File: src/rtl/tick_scheduler.sv
// tick_scheduler
//   Multi-channel tick-enable scheduler. A shared prescaler divides the system
//   clock into a base tick; each channel counts base ticks and emits a
//   one-cycle tick enable every `period` base ticks. Channel configuration is
//   accepted over a valid/ready handshake and applied only on a base-tick
//   boundary, so a channel never runs a partial period.
//
//   Optional feature macro: TICK_SQUARE_OUT_EN adds the sq_out port, a
//   per-channel square wave that toggles on every tick of that channel.
//
// Ports
//   inclk       system clock, all logic on its rising edge
//   rst         synchronous reset, active low
//   cfg_valid   configuration request
//   cfg_ready   scheduler can accept a configuration (registered)
//   cfg_ch      target channel (out-of-range values are accepted then dropped)
//   cfg_period  period in base ticks (0 disables the channel)
//   cfg_en      channel enable
//   base_tick   one-cycle pulse every PRESCALE cycles (registered)
//   tick        per-channel one-cycle tick enables (registered)
//   sq_out      per-channel square wave (TICK_SQUARE_OUT_EN only)
module tick_scheduler #(
  parameter int PRESCALE = 100,
  parameter int NUM_CH   = 4,
  parameter int PW       = 16,
  parameter int CW       = (NUM_CH > 1) ? $clog2(NUM_CH) : 1
) (
  input  logic              inclk,
  input  logic              rst,
  input  logic              cfg_valid,
  output logic              cfg_ready,
  input  logic [CW-1:0]     cfg_ch,
  input  logic [PW-1:0]     cfg_period,
  input  logic              cfg_en,
  output logic              base_tick,
  output logic [NUM_CH-1:0] tick
`ifdef TICK_SQUARE_OUT_EN
  ,
  output logic [NUM_CH-1:0] sq_out
`endif
);

  localparam int             PCW       = $clog2(PRESCALE);
  localparam logic [PCW-1:0] PCNT_LAST = PCW'(PRESCALE - 1);

  typedef enum logic [0:0] {
    ST_IDLE = 1'b0,
    ST_PEND = 1'b1
  } state_e;

  logic [PCW-1:0]    pcnt_q, pcnt_d;
  logic              base_tick_q, base_tick_d;
  logic [NUM_CH-1:0] tick_q, tick_d;
  logic [NUM_CH-1:0] en_q, en_d;
  logic [PW-1:0]     period_q [NUM_CH];
  logic [PW-1:0]     period_d [NUM_CH];
  logic [PW-1:0]     ccnt_q   [NUM_CH];
  logic [PW-1:0]     ccnt_d   [NUM_CH];
  state_e            state_q, state_d;
  logic              cfg_ready_q, cfg_ready_d;
  logic [CW-1:0]     cap_ch_q, cap_ch_d;
  logic [PW-1:0]     cap_period_q, cap_period_d;
  logic              cap_en_q, cap_en_d;
`ifdef TICK_SQUARE_OUT_EN
  logic [NUM_CH-1:0] sq_q, sq_d;
`endif

  logic              wrap_s;
  logic              apply_s;
  logic [NUM_CH-1:0] eff_en_s;
  logic [NUM_CH-1:0] apply_hit_s;

  // Prescaler: wrap edge is the last count; base_tick pulses after it.
  always_comb begin
    wrap_s      = (pcnt_q == PCNT_LAST);
    base_tick_d = wrap_s;
    if (wrap_s) begin
      pcnt_d = '0;
    end else begin
      pcnt_d = pcnt_q + PCW'(1);
    end
  end

  // Configuration handshake: capture in IDLE, apply on the next wrap edge.
  always_comb begin
    state_d      = state_q;
    cfg_ready_d  = cfg_ready_q;
    cap_ch_d     = cap_ch_q;
    cap_period_d = cap_period_q;
    cap_en_d     = cap_en_q;
    apply_s      = 1'b0;
    case (state_q)
      ST_IDLE: begin
        if (cfg_valid && cfg_ready_q) begin
          cap_ch_d     = cfg_ch;
          cap_period_d = cfg_period;
          cap_en_d     = cfg_en;
          state_d      = ST_PEND;
          cfg_ready_d  = 1'b0;
        end else begin
          state_d = ST_IDLE;
        end
      end
      ST_PEND: begin
        // An accept that landed on a wrap edge waits for the following one,
        // because PEND is only entered after that edge.
        if (wrap_s) begin
          apply_s     = 1'b1;
          state_d     = ST_IDLE;
          cfg_ready_d = 1'b1;
        end else begin
          state_d = ST_PEND;
        end
      end
      default: begin
        state_d     = ST_IDLE;
        cfg_ready_d = 1'b1;
      end
    endcase
  end

  // Per-channel effective enable and apply target decode.
  always_comb begin
    for (int i = 0; i < NUM_CH; i++) begin
      eff_en_s[i]    = en_q[i] && (period_q[i] != '0);
      // Channel numbers >= NUM_CH match no index, so such configs are dropped.
      apply_hit_s[i] = apply_s && (cap_ch_q == CW'(i));
    end
  end

  // Channel counters: apply restarts phase, otherwise count on wrap edges.
  always_comb begin
    for (int i = 0; i < NUM_CH; i++) begin
      en_d[i]     = en_q[i];
      period_d[i] = period_q[i];
      ccnt_d[i]   = ccnt_q[i];
      tick_d[i]   = 1'b0;
      if (apply_hit_s[i]) begin
        en_d[i]     = cap_en_q;
        period_d[i] = cap_period_q;
        ccnt_d[i]   = '0;
      end else if (wrap_s && eff_en_s[i]) begin
        if (ccnt_q[i] == (period_q[i] - PW'(1))) begin
          ccnt_d[i] = '0;
          tick_d[i] = 1'b1;
        end else begin
          ccnt_d[i] = ccnt_q[i] + PW'(1);
        end
      end else if (!eff_en_s[i]) begin
        ccnt_d[i] = '0;
      end else begin
        ccnt_d[i] = ccnt_q[i];
      end
    end
  end

`ifdef TICK_SQUARE_OUT_EN
  // Square wave: toggle per tick, cleared at apply and while disabled.
  always_comb begin
    for (int i = 0; i < NUM_CH; i++) begin
      sq_d[i] = sq_q[i];
      if (apply_hit_s[i]) begin
        sq_d[i] = 1'b0;
      end else if (tick_d[i]) begin
        sq_d[i] = ~sq_q[i];
      end else if (!eff_en_s[i]) begin
        sq_d[i] = 1'b0;
      end else begin
        sq_d[i] = sq_q[i];
      end
    end
  end
`endif

  // State registers with synchronous active-low reset.
  always_ff @(posedge inclk) begin
    if (!rst) begin
      pcnt_q       <= '0;
      base_tick_q  <= 1'b0;
      tick_q       <= '0;
      en_q         <= '0;
      for (int i = 0; i < NUM_CH; i++) begin
        period_q[i] <= '0;
        ccnt_q[i]   <= '0;
      end
      state_q      <= ST_IDLE;
      cfg_ready_q  <= 1'b1;
      cap_ch_q     <= '0;
      cap_period_q <= '0;
      cap_en_q     <= 1'b0;
`ifdef TICK_SQUARE_OUT_EN
      sq_q         <= '0;
`endif
    end else begin
      pcnt_q       <= pcnt_d;
      base_tick_q  <= base_tick_d;
      tick_q       <= tick_d;
      en_q         <= en_d;
      for (int i = 0; i < NUM_CH; i++) begin
        period_q[i] <= period_d[i];
        ccnt_q[i]   <= ccnt_d[i];
      end
      state_q      <= state_d;
      cfg_ready_q  <= cfg_ready_d;
      cap_ch_q     <= cap_ch_d;
      cap_period_q <= cap_period_d;
      cap_en_q     <= cap_en_d;
`ifdef TICK_SQUARE_OUT_EN
      sq_q         <= sq_d;
`endif
    end
  end

  assign cfg_ready = cfg_ready_q;
  assign base_tick = base_tick_q;
  assign tick      = tick_q;
`ifdef TICK_SQUARE_OUT_EN
  assign sq_out    = sq_q;
`endif

endmodule
File: config.mk
export PLATFORM = sky130hd
export DESIGN_NAME = tick_scheduler
export DESIGN_NICKNAME = d
export VERILOG_FILES = /design/src/rtl/tick_scheduler.sv
export SDC_FILE = /design/constraint.sdc
export NUM_CORES = 1
export LEC_CHECK = 0
export CORE_ASPECT_RATIO = 0.6
export CORE_MARGIN = 4
export CORE_UTILIZATION = 30
export CTS_BUF_LIST = sky130_fd_sc_hd__clkbuf_4 sky130_fd_sc_hd__clkbuf_8 sky130_fd_sc_hd__clkbuf_16
export CTS_CLUSTER_SIZE = 28
export DETAILED_ROUTE_END_ITERATION = 7
export HOLD_SLACK_MARGIN = 0.1
export SLEW_MARGIN = 40
export SYNTH_ARGS = -nofsm -noshare
export SYNTH_HDL_FRONTEND = slang
export SYNTH_SLANG_ARGS = --single-unit
File: constraint.sdc
create_clock -name inclk -period 5.8 [get_ports inclk]
set_clock_uncertainty 0.1 [all_clocks]
set_input_delay 0.58 -clock inclk [delete_from_list [all_inputs] [get_ports inclk]]
set_output_delay 0.58 -clock inclk [all_outputs]
set_load 0.01 [all_outputs]
---- Word-level counts from Yosys, hierarchy flattened ----
Memory sizes are Yosys's and may differ from the RTL's.
Cells that the tools add are included.
word-level totals
  memory bits (read-only) ................. 0
  output and inout port bits .............. 6
  input bits .............................. 22
  memories ................................ 2
  bits in latches ......................... 0
  memory bits (writable) .................. 128
  flip-flop bits (word level) ............. 37
cells by class
  div/mod/pow operators ................... 0
  $add $sub $neg .......................... 9
  eq/ne operators ......................... 10
  $lt $le $gt $ge ......................... 0
  shifts and indexed selects .............. 0
  mux-type cells .......................... 42
  reductions and logical operators ........ 25
  bitwise logic cells ..................... 14
  multiply operators ...................... 0
memories
  memory    depth  bits a word  rd ports  clocked after Yosys merged registers in  wr ports  RTL line  RTL
  ccnt_q    4      16           4         0                                        4         57        logic [PW-1:0] ccnt_q [NUM_CH];
  period_q  4      16           4         0                                        4         55        logic [PW-1:0] period_q [NUM_CH];
operators by type and width
  kind                                                   number
  two-way mux 16 bit                                     28
  adder 16 x 1 -> 16 bit, second input constant          4
  equality test 16 bit                                   4
  nonzero test 16 bit                                    4
  subtractor 16 x 1 -> 16 bit, second input constant     4
  logical AND 1 bit                                      13
  two-way mux 1 bit                                      12
  OR reduction 3 bit                                     4
  OR 1 bit                                               8
  adder 7 x 1 -> 7 bit, second input constant            1
  equality test 7 bit, second input constant             1
  NOT 1 bit                                              6
  equality test 2 bit, second input constant             2
  one-hot mux 1 bit (2 select lines)                     2
  AND reduction 2 bit                                    2
  equality test 2 x 1 -> 1 bit, second input constant    1
  zero test 2 bit                                        1
  inequality test 2 x 1 -> 1 bit, second input constant  1
  inequality test 2 bit, second input constant           1
  OR reduction 2 bit                                     1

---- Depth between registers and ports, before layout ----
Gate-level depths: netlist of run 1.
  depth after elaboration ................. 6
  depth in mapped cells ................... 12
  depth with buffers taken out ............ 9

---- Least setup slack after synthesis of run 1 ----
Ideal clock, no wire load.
  path type ............................... reg-to-reg
  from .................................... memory period_q[2][3]
  to ...................................... memory ccnt_q[2][1]
  period minus slack after synthesis ...... 2975 ps
  library setup time ...................... 117 ps
  setup slack ............................. 2825 ps
  data arrival time ....................... 2757 ps
  buffers on the path ..................... 3
  cell stages (with the launch flop) ...... 10
  cell sequence ........................... dfxtp_1 buf_6 or4_4 buf_6 or4_4 or3_1 a211oi_2 o2111ai_2 buf_6 a32o_1
RTL lines
  what         RTL line
  from (decl)  55
  to (decl)    57

==> run summary, run 1 <==
status: complete, no violations
fmax: 0.2881 GHz
Min Clock Period, post-route: 3.472 ns
worst reg2reg setup slack: 2.33 ns
number of synthesized flops with an enable pin: 0
Yosys warning total: 0
clock root buffer: clkbuf_16
vias: 8501
full die area: 34520 µm²
cell count after synthesis: 1222
gr usage total: 14.47%
WS Path Type: reg2reg
DR pass1 iterations: 5
async set-reset flop share out of synthesis: 0%
CTS tree: yes
most frequent cells in the layout: 272 x nand2_1, 165 x dfxtp_1, 89 x a21boi_0
slew of the pin with the lowest slew margin: 0.7656 ns
Worst R2R Path Depth: 9
hold path endpoint: pcnt_q[0]
layout cells sized above 1: 6.353%
HP Class: reg2reg
Die H: 145.5 µm
initial antenna violation count: 0
RR Startpoint: period_q[3][0]
number of routed nets with antenna violations: 0
Peak supply drop: 150.5 µV
Max FO, Critical Path: 13
Nets: 1230
global route total overflow: 0
io pins: 28
Reg2Reg Capture Point: ccnt_q[3][12]
via/cell ratio: 5.222
wire per inst: 15.35 µm
DRC viols: 0
arrival time worst endpoint: 3.70 ns
RSZ-0062 raised after global routing: no
syn_area_per_cell: 7.740 µm²
detailed placer's ending HPWL: 18.23 mm
H-Tree Depth: 4
diode count: 0
register area share after synthesis: 34.93%
largest net degree at the start of global routing: 84
Post-synth top flop: dfxtp_1
register clock-pin slew on the reported worst setup and hold paths: 0.07 ns
Core Footprint: 31150 µm²
post-CTS resize count: 0
clk buf depth: 2
CP cell instances: inv_1 > ha_1 > or3b_2 > nor4_1 > xnor2_1 > a211o_1 > nor4_4 > nor2_2 > a221o_1
cts bufs inserted: 17
CP peak stage delay: 0.69 ns
Data required, critical path: 6.03 ns
vias in the first global route: 7661
hold_buf cts: 0
hold path start: pcnt_q[0]
maxcap violations: 0
initial DRC count: 733
first-pass GRT wire length: 41.04 mm
Yosys reg bits: 165
fin crit share: 59.85%
Syn-to-layout area delta: 13.12%
Final Util: 34.34%
clk_lat worst skew: 0.44 ns
commonest non-fill, non-tap cell in the layout: nand2_1
final hold slack: 0.3589 ns
final hold vios: 0
GPL Wtd Cong: 0.8716
Relative slew margins: 48.54%
Pins Over Slew Limit: 0
P_leak: 0.003709 µW
Slowest-stage cell, CP: nor4_4
WL final: 24.99 mm
initial core utilization: 30.36%
Startpoint Class: register
Setup Fix Bufs, Post-CTS: 0
Crit. End Element: register
row count: 50
Distinct cells, synth: 68
Setup Viol. Count Final: 0
Syn Nets: 1253
Die Wd: 237.2 µm
synthesized area: 9458 µm²
Sink Count: 165
pwr dens: 232.5 nW/µm²
Port Buffers: 27
Fin Setup TNS: 0 ns
worst hold stages: 1
==> cell usage after synthesis (4+ instances only) <==
| cell | number | area, µm² |
|---|---|---|
| nand2_1 | 272 | 1021 |
| dfxtp_1 | 165 | 3303 |
| a21boi_0 | 89 | 668.1 |
| nand3_1 | 66 | 330.3 |
| clkbuf_1 | 65 | 244.0 |
| nor2_1 | 60 | 225.2 |
| xnor2_1 | 57 | 499.2 |
| nor3_1 | 43 | 215.2 |
| xor2_1 | 41 | 359.1 |
| nand4_1 | 31 | 193.9 |
| o21ai_0 | 27 | 135.1 |
| inv_1 | 24 | 90.09 |
| nor4_1 | 21 | 131.4 |
| a21oi_1 | 18 | 90.09 |
| or3_1 | 14 | 87.58 |
| a211o_1 | 12 | 105.1 |
| nor2b_1 | 12 | 75.07 |
| and2_1 | 11 | 68.82 |
| nand2b_1 | 10 | 62.56 |
| nor3b_1 | 10 | 75.07 |
| o211ai_1 | 10 | 75.07 |
| or2_2 | 10 | 62.56 |
| ha_1 | 9 | 112.6 |
| a221o_1 | 8 | 80.08 |
| and3_1 | 8 | 50.05 |
| nand3b_1 | 8 | 60.06 |
| a31oi_1 | 7 | 43.79 |
| mux2i_1 | 7 | 70.07 |
| nor4b_1 | 7 | 61.31 |
| or4_1 | 7 | 52.55 |
| a211oi_1 | 6 | 45.04 |
| a21o_1 | 6 | 45.04 |
| a22o_1 | 6 | 52.55 |
| o2111ai_1 | 6 | 52.55 |
| and4_1 | 5 | 43.79 |
| a32o_1 | 4 | 40.04 |
| buf_2 | 4 | 20.02 |
| nand4b_1 | 4 | 35.03 |
==> power breakdown <==
group | internal, µW | switching, µW | leakage (µW) | total, µW
clock network | 768 | 489 | 0.000319 | 1260
registers | 1140 | 26.6 | 0.00133 | 1170
logic | 29.9 | 30.2 | 0.00206 | 60.1
==> flip-flops by register name, summed over array words and instances (netlist names) <==
name	flops
tick	4
pcnt_q	7
ccnt_q	64
state_q	1
cap_ch_q	2
period_q	64
base_tick	1
cfg_ready	1
en_q	4
cap_period_q	16
cap_en_q	1
==> worst max path at each step <==
stage | startpoint | to | slack (ns) | cells past startpoint
2_1_floorplan | period_q[2][3] | ccnt_q[2][1] | 2.83 | 9
3_3_place_gp | period_q[3][0] | ccnt_q[3][2] | 2.04 | 9
3_5_place_dp | period_q[1][0] | ccnt_q[1][15] | 2.25 | 9
4_1_cts | period_q[1][0] | ccnt_q[1][14] | 2.21 | 9
5_1_grt | period_q[3][0] | ccnt_q[3][9] | 2.14 | 9
6_report | period_q[3][0] | ccnt_q[3][12] | 2.33 | 9
==> per-layer routing <==
| metal | wire [µm] | part of all wire (%) | up-vias | track usage, % |
|---|---|---|---|---|
| met5 | 0 | 0 | - | 0 |
| met4 | 265 | 1.1 | 0 | 3.908 |
| met3 | 1289 | 5.2 | 23 | 2.917 |
| met2 | 9807 | 39 | 171 | 19.31 |
| met1 | 13630 | 55 | 4043 | 23.08 |
| li1 | - | - | 4264 | - |
==> per-stage QoR <==
step / std cells / instance area, µm² / setup WS, ns / power, µW
after global routing: 1628 / 10700 / 2.143 / 2561
after floorplan: 1222 / 9458 / 2.825 / 1215
final: 1628 / 10700 / 2.328 / 2487
after detailed placement: 1595 / 10020 / 2.251 / 1256
after global placement: 1595 / 9991 / 2.045 / 1255
after CTS: 1627 / 10680 / 2.214 / 2505
==> cell families (layout without fill, tap and decap cells) <==
family | count (synthesis) | in the layout | share of synthesized area (%)
fa+ha+maj | 10 | 10 | 1.296
xor+xnor | 98 | 98 | 9.075
compound gates | 226 | 226 | 17.65
buf+inv | 99 | 89 | 4.220
simple gates | 615 | 615 | 31.86
mux | 9 | 9 | 0.9790
flops | 165 | 165 | 34.93
==> critical path: cells and delay by family, from the launching register on <==
kind / cells / cell delay, ns
simple gates: 4 / 1.84
flops: 1 / 0.36
buf+inv: 1 / 0.08
compound gates: 2 / 0.63
fa+ha+maj: 1 / 0.23
xor+xnor: 1 / 0.11
==> cell type report <==
class	count	area [µm²]
clock buffer	21	480.5
clock inverter	11	172.7
fill	3320	20460
inverter	24	90.09
multi-input combinational	958	5818
sequential	165	3303
tap	416	520.5
timing repair buffer	33	314.1
Power figures use the tool's default switching activity.
==> run 2, diff against run 1 <==
==> constraint.sdc (replaced) <==
create_clock -name inclk -period 2.85 [get_ports inclk]
set_clock_uncertainty 0.1 [all_clocks]
set_input_delay 0.285 -clock inclk [delete_from_list [all_inputs] [get_ports inclk]]
set_output_delay 0.285 -clock inclk [all_outputs]
set_load 0.01 [all_outputs]
==> run 2 against run 1 <==
Effect of this change: core utilization grew 2.5 points; sequential share of layout area shrank 2.0 points; final cell count grew 4.6%; combinational power grew 110%; critical endpoint is now ccnt_q[0][7]; largest power group is now registers.
==> run summary, run 2 (synthesis results as in run 1) <==
status: complete, no violations (unchanged)
first-pass GRT wire length: 43.34 mm (was 41.04 mm)
Crit. End Element: register (unchanged)
arrival time worst endpoint: 3.06 ns (was 3.70 ns)
vias: 8930 (was 8501)
cell repeated most along the worst path: buf_6
DRC viols: 0 (unchanged)
maxcap violations: 0 (unchanged)
worst reg2reg setup slack: 0.03 ns (was 2.33 ns)
hold path start: cfg_ch[0] (was pcnt_q[0])
largest net degree at the start of global routing: 69 (was 84)
io pins: 28 (unchanged)
initial antenna violation count: 0 (unchanged)
vias in the first global route: 8046 (was 7661)
cts bufs inserted: 17 (unchanged)
wire per inst: 15.84 µm (was 15.35 µm)
number of routed nets with antenna violations: 0 (unchanged)
Nets: 1306 (was 1230)
Slowest-stage cell, CP: or4_4 (was nor4_4)
Sink Count: 165 (unchanged)
pwr dens: 413.8 nW/µm² (was 232.5 nW/µm²)
layout cells sized above 1: 14.53% (was 6.353%)
H-Tree Depth: 4 (unchanged)
Die H: 145.5 µm (unchanged)
clk buf depth: 2 (unchanged)
Peak supply drop: 419.7 µV (was 150.5 µV)
CP cell instances: inv_4 > ha_4 > nor3b_4 > a21oi_2 > mux2_4 > or4_4 > o41ai_4 > buf_6 > buf_6 > nor2_1 > a211o_1 (was inv_1 > ha_1 > or3b_2 > nor4_1 > xnor2_1 > a211o_1 > nor4_4 > nor2_2 > a221o_1)
Min Clock Period, post-route: 2.817 ns (was 3.472 ns)
clock root buffer: clkbuf_16 (unchanged)
Die Wd: 237.2 µm (unchanged)
most frequent cells in the layout: 271 x nand2_1, 160 x dfxtp_1, 89 x a21boi_0 (was 272 x nand2_1, 165 x dfxtp_1, 89 x a21boi_0)
top flop regs: ccnt_q x64, period_q x64, cap_period_q x16 (unchanged)
Startpoint Class: register (unchanged)
commonest non-fill, non-tap cell in the layout: nand2_1 (unchanged)
WS Path Type: reg2reg (unchanged)
Pins Over Slew Limit: 0 (unchanged)
Design Power: 4747 µW (was 2487 µW)
Reg2Reg Capture Point: ccnt_q[0][7] (was ccnt_q[3][12])
Core Footprint: 31150 µm² (unchanged)
diode count: 0 (unchanged)
RR Startpoint: period_q[0][1] (was period_q[3][0])
Critical path origin: period_q[0][1] (was period_q[3][0])
CP endpoint: ccnt_q[0][7] (was ccnt_q[3][12])
Relative slew margins: 48.90% (was 48.54%)
Final Util: 36.82% (was 34.34%)
CTS tree: yes (unchanged)
final hold vios: 0 (unchanged)
Fillers: 3220 (was 3320)
P_leak: 0.004115 µW (was 0.003709 µW)
Port Buffers: 27 (unchanged)
full die area: 34520 µm² (unchanged)
slew of the pin with the lowest slew margin: 0.7641 ns (was 0.7656 ns)
initial core utilization: 30.36% (unchanged)
detailed placer's ending HPWL: 19.63 mm (was 18.23 mm)
instance count on the critical path: 11 (was 9)
fmax: 0.3549 GHz (was 0.2881 GHz)
gr usage total: 15.33% (was 14.47%)
row count: 50 (unchanged)
Worst R2R Path Depth: 11 (was 9)
GPL Wtd Cong: 0.8598 (was 0.8716)
Max FO, Critical Path: 5 (was 13)
register clock-pin slew on the reported worst setup and hold paths: 0.07 ns (about the same)
CP peak stage delay: 0.54 ns (was 0.69 ns)
clk_lat worst skew: 0.45 ns (was 0.44 ns)
HP Class: in2reg (was reg2reg)
CP delay by family, top: simple AND/OR/NAND/NOR gates (unchanged)
RSZ-0062 raised after global routing: yes (was no)
CP bufs+invs: 3 (was 1)
Syn-to-layout area delta: 21.27% (was 13.12%)
DR pass1 iterations: 5 (unchanged)
Data required, critical path: 3.09 ns (was 6.03 ns)
WL final: 26.98 mm (was 24.99 mm)
Setup Viol. Count Final: 0 (unchanged)
fin crit share: 98.86% (was 59.85%)
via/cell ratio: 5.244 (was 5.222)
initial DRC count: 759 (was 733)
global route total overflow: 0 (unchanged)
==> run 2: how the worst min path moves through the flow <==
stage                            to  slack [ns]  depth (start not counted)
floorplan                 pcnt_q[0]        0.32                          1
finish                  cap_ch_q[0]        0.29                          3
detailed placement        pcnt_q[0]        0.34                          1
CTS                     cap_ch_q[0]        0.28                          3
global placement          pcnt_q[0]        0.33                          1
global route        cap_period_q[4]        0.29                          3
==> run 2: stage by stage <==
step           instance area, µm²  TNS (ns)  worst slack [ns]  hold WS (ns)  instances
2_1_floorplan                9483  -0.04676          -0.04676        0.3175       1222
3_3_place_gp                10550   -0.6733          -0.06005        0.3297       1665
3_5_place_dp                10560    -1.280           -0.1247        0.3388       1665
4_1_cts                     11200         0          0.005471        0.2760       1699
5_1_grt                     11470   -0.5578          -0.05383        0.2895       1703
6_report                    11470         0           0.03257        0.2918       1703
==> run 2: area by class of cell <==
type | count | area (µm²) | share of cell area, %
Multi-Input combinational cell | 958 | 6043 | 52.69
Clock inverter | 10 | 87.58 | 0.7636
Tap cell | 416 | 520.5 | 4.538
Clock buffer | 21 | 467.9 | 4.080
Timing Repair Buffer | 109 | 943.4 | 8.225
Sequential cell | 165 | 3314 | 28.90
Inverter | 24 | 92.59 | 0.8072
==> run 2: timing repair <==
action	4_1_cts	5_1_grt
pin swaps	1	12
setup endpoints to repair	17	56
hold endpoints to repair	6	0
gates resized for setup	16	56
hold buffers	1	0
gates cloned	2	1
setup buffers	0	3
==> run 2: worst min-delay path, delay by kind of cell <==
kind	cells	cell delay, ns
buffers and inverters	1	0.39
AND/OR/NAND/NOR	1	0.05
AO/OA/AOI/OAI	1	0.06
==> run 2: layer usage <==
layer  vias up  track usage, %  share of wire (%)
met2       194           20.77                 40
met4         0           3.266               0.95
met3        23           3.049                5.1
li1       4420               -                  -
met1      4293           24.58                 54
met5         -               0                  0
==> run 2: power by group <==
group / internal, µW / switching (µW) / total [µW]
registers: 2330 / 49.5 / 2380
clock network: 1200 / 1050 / 2240
logic: 64.6 / 61.3 / 126
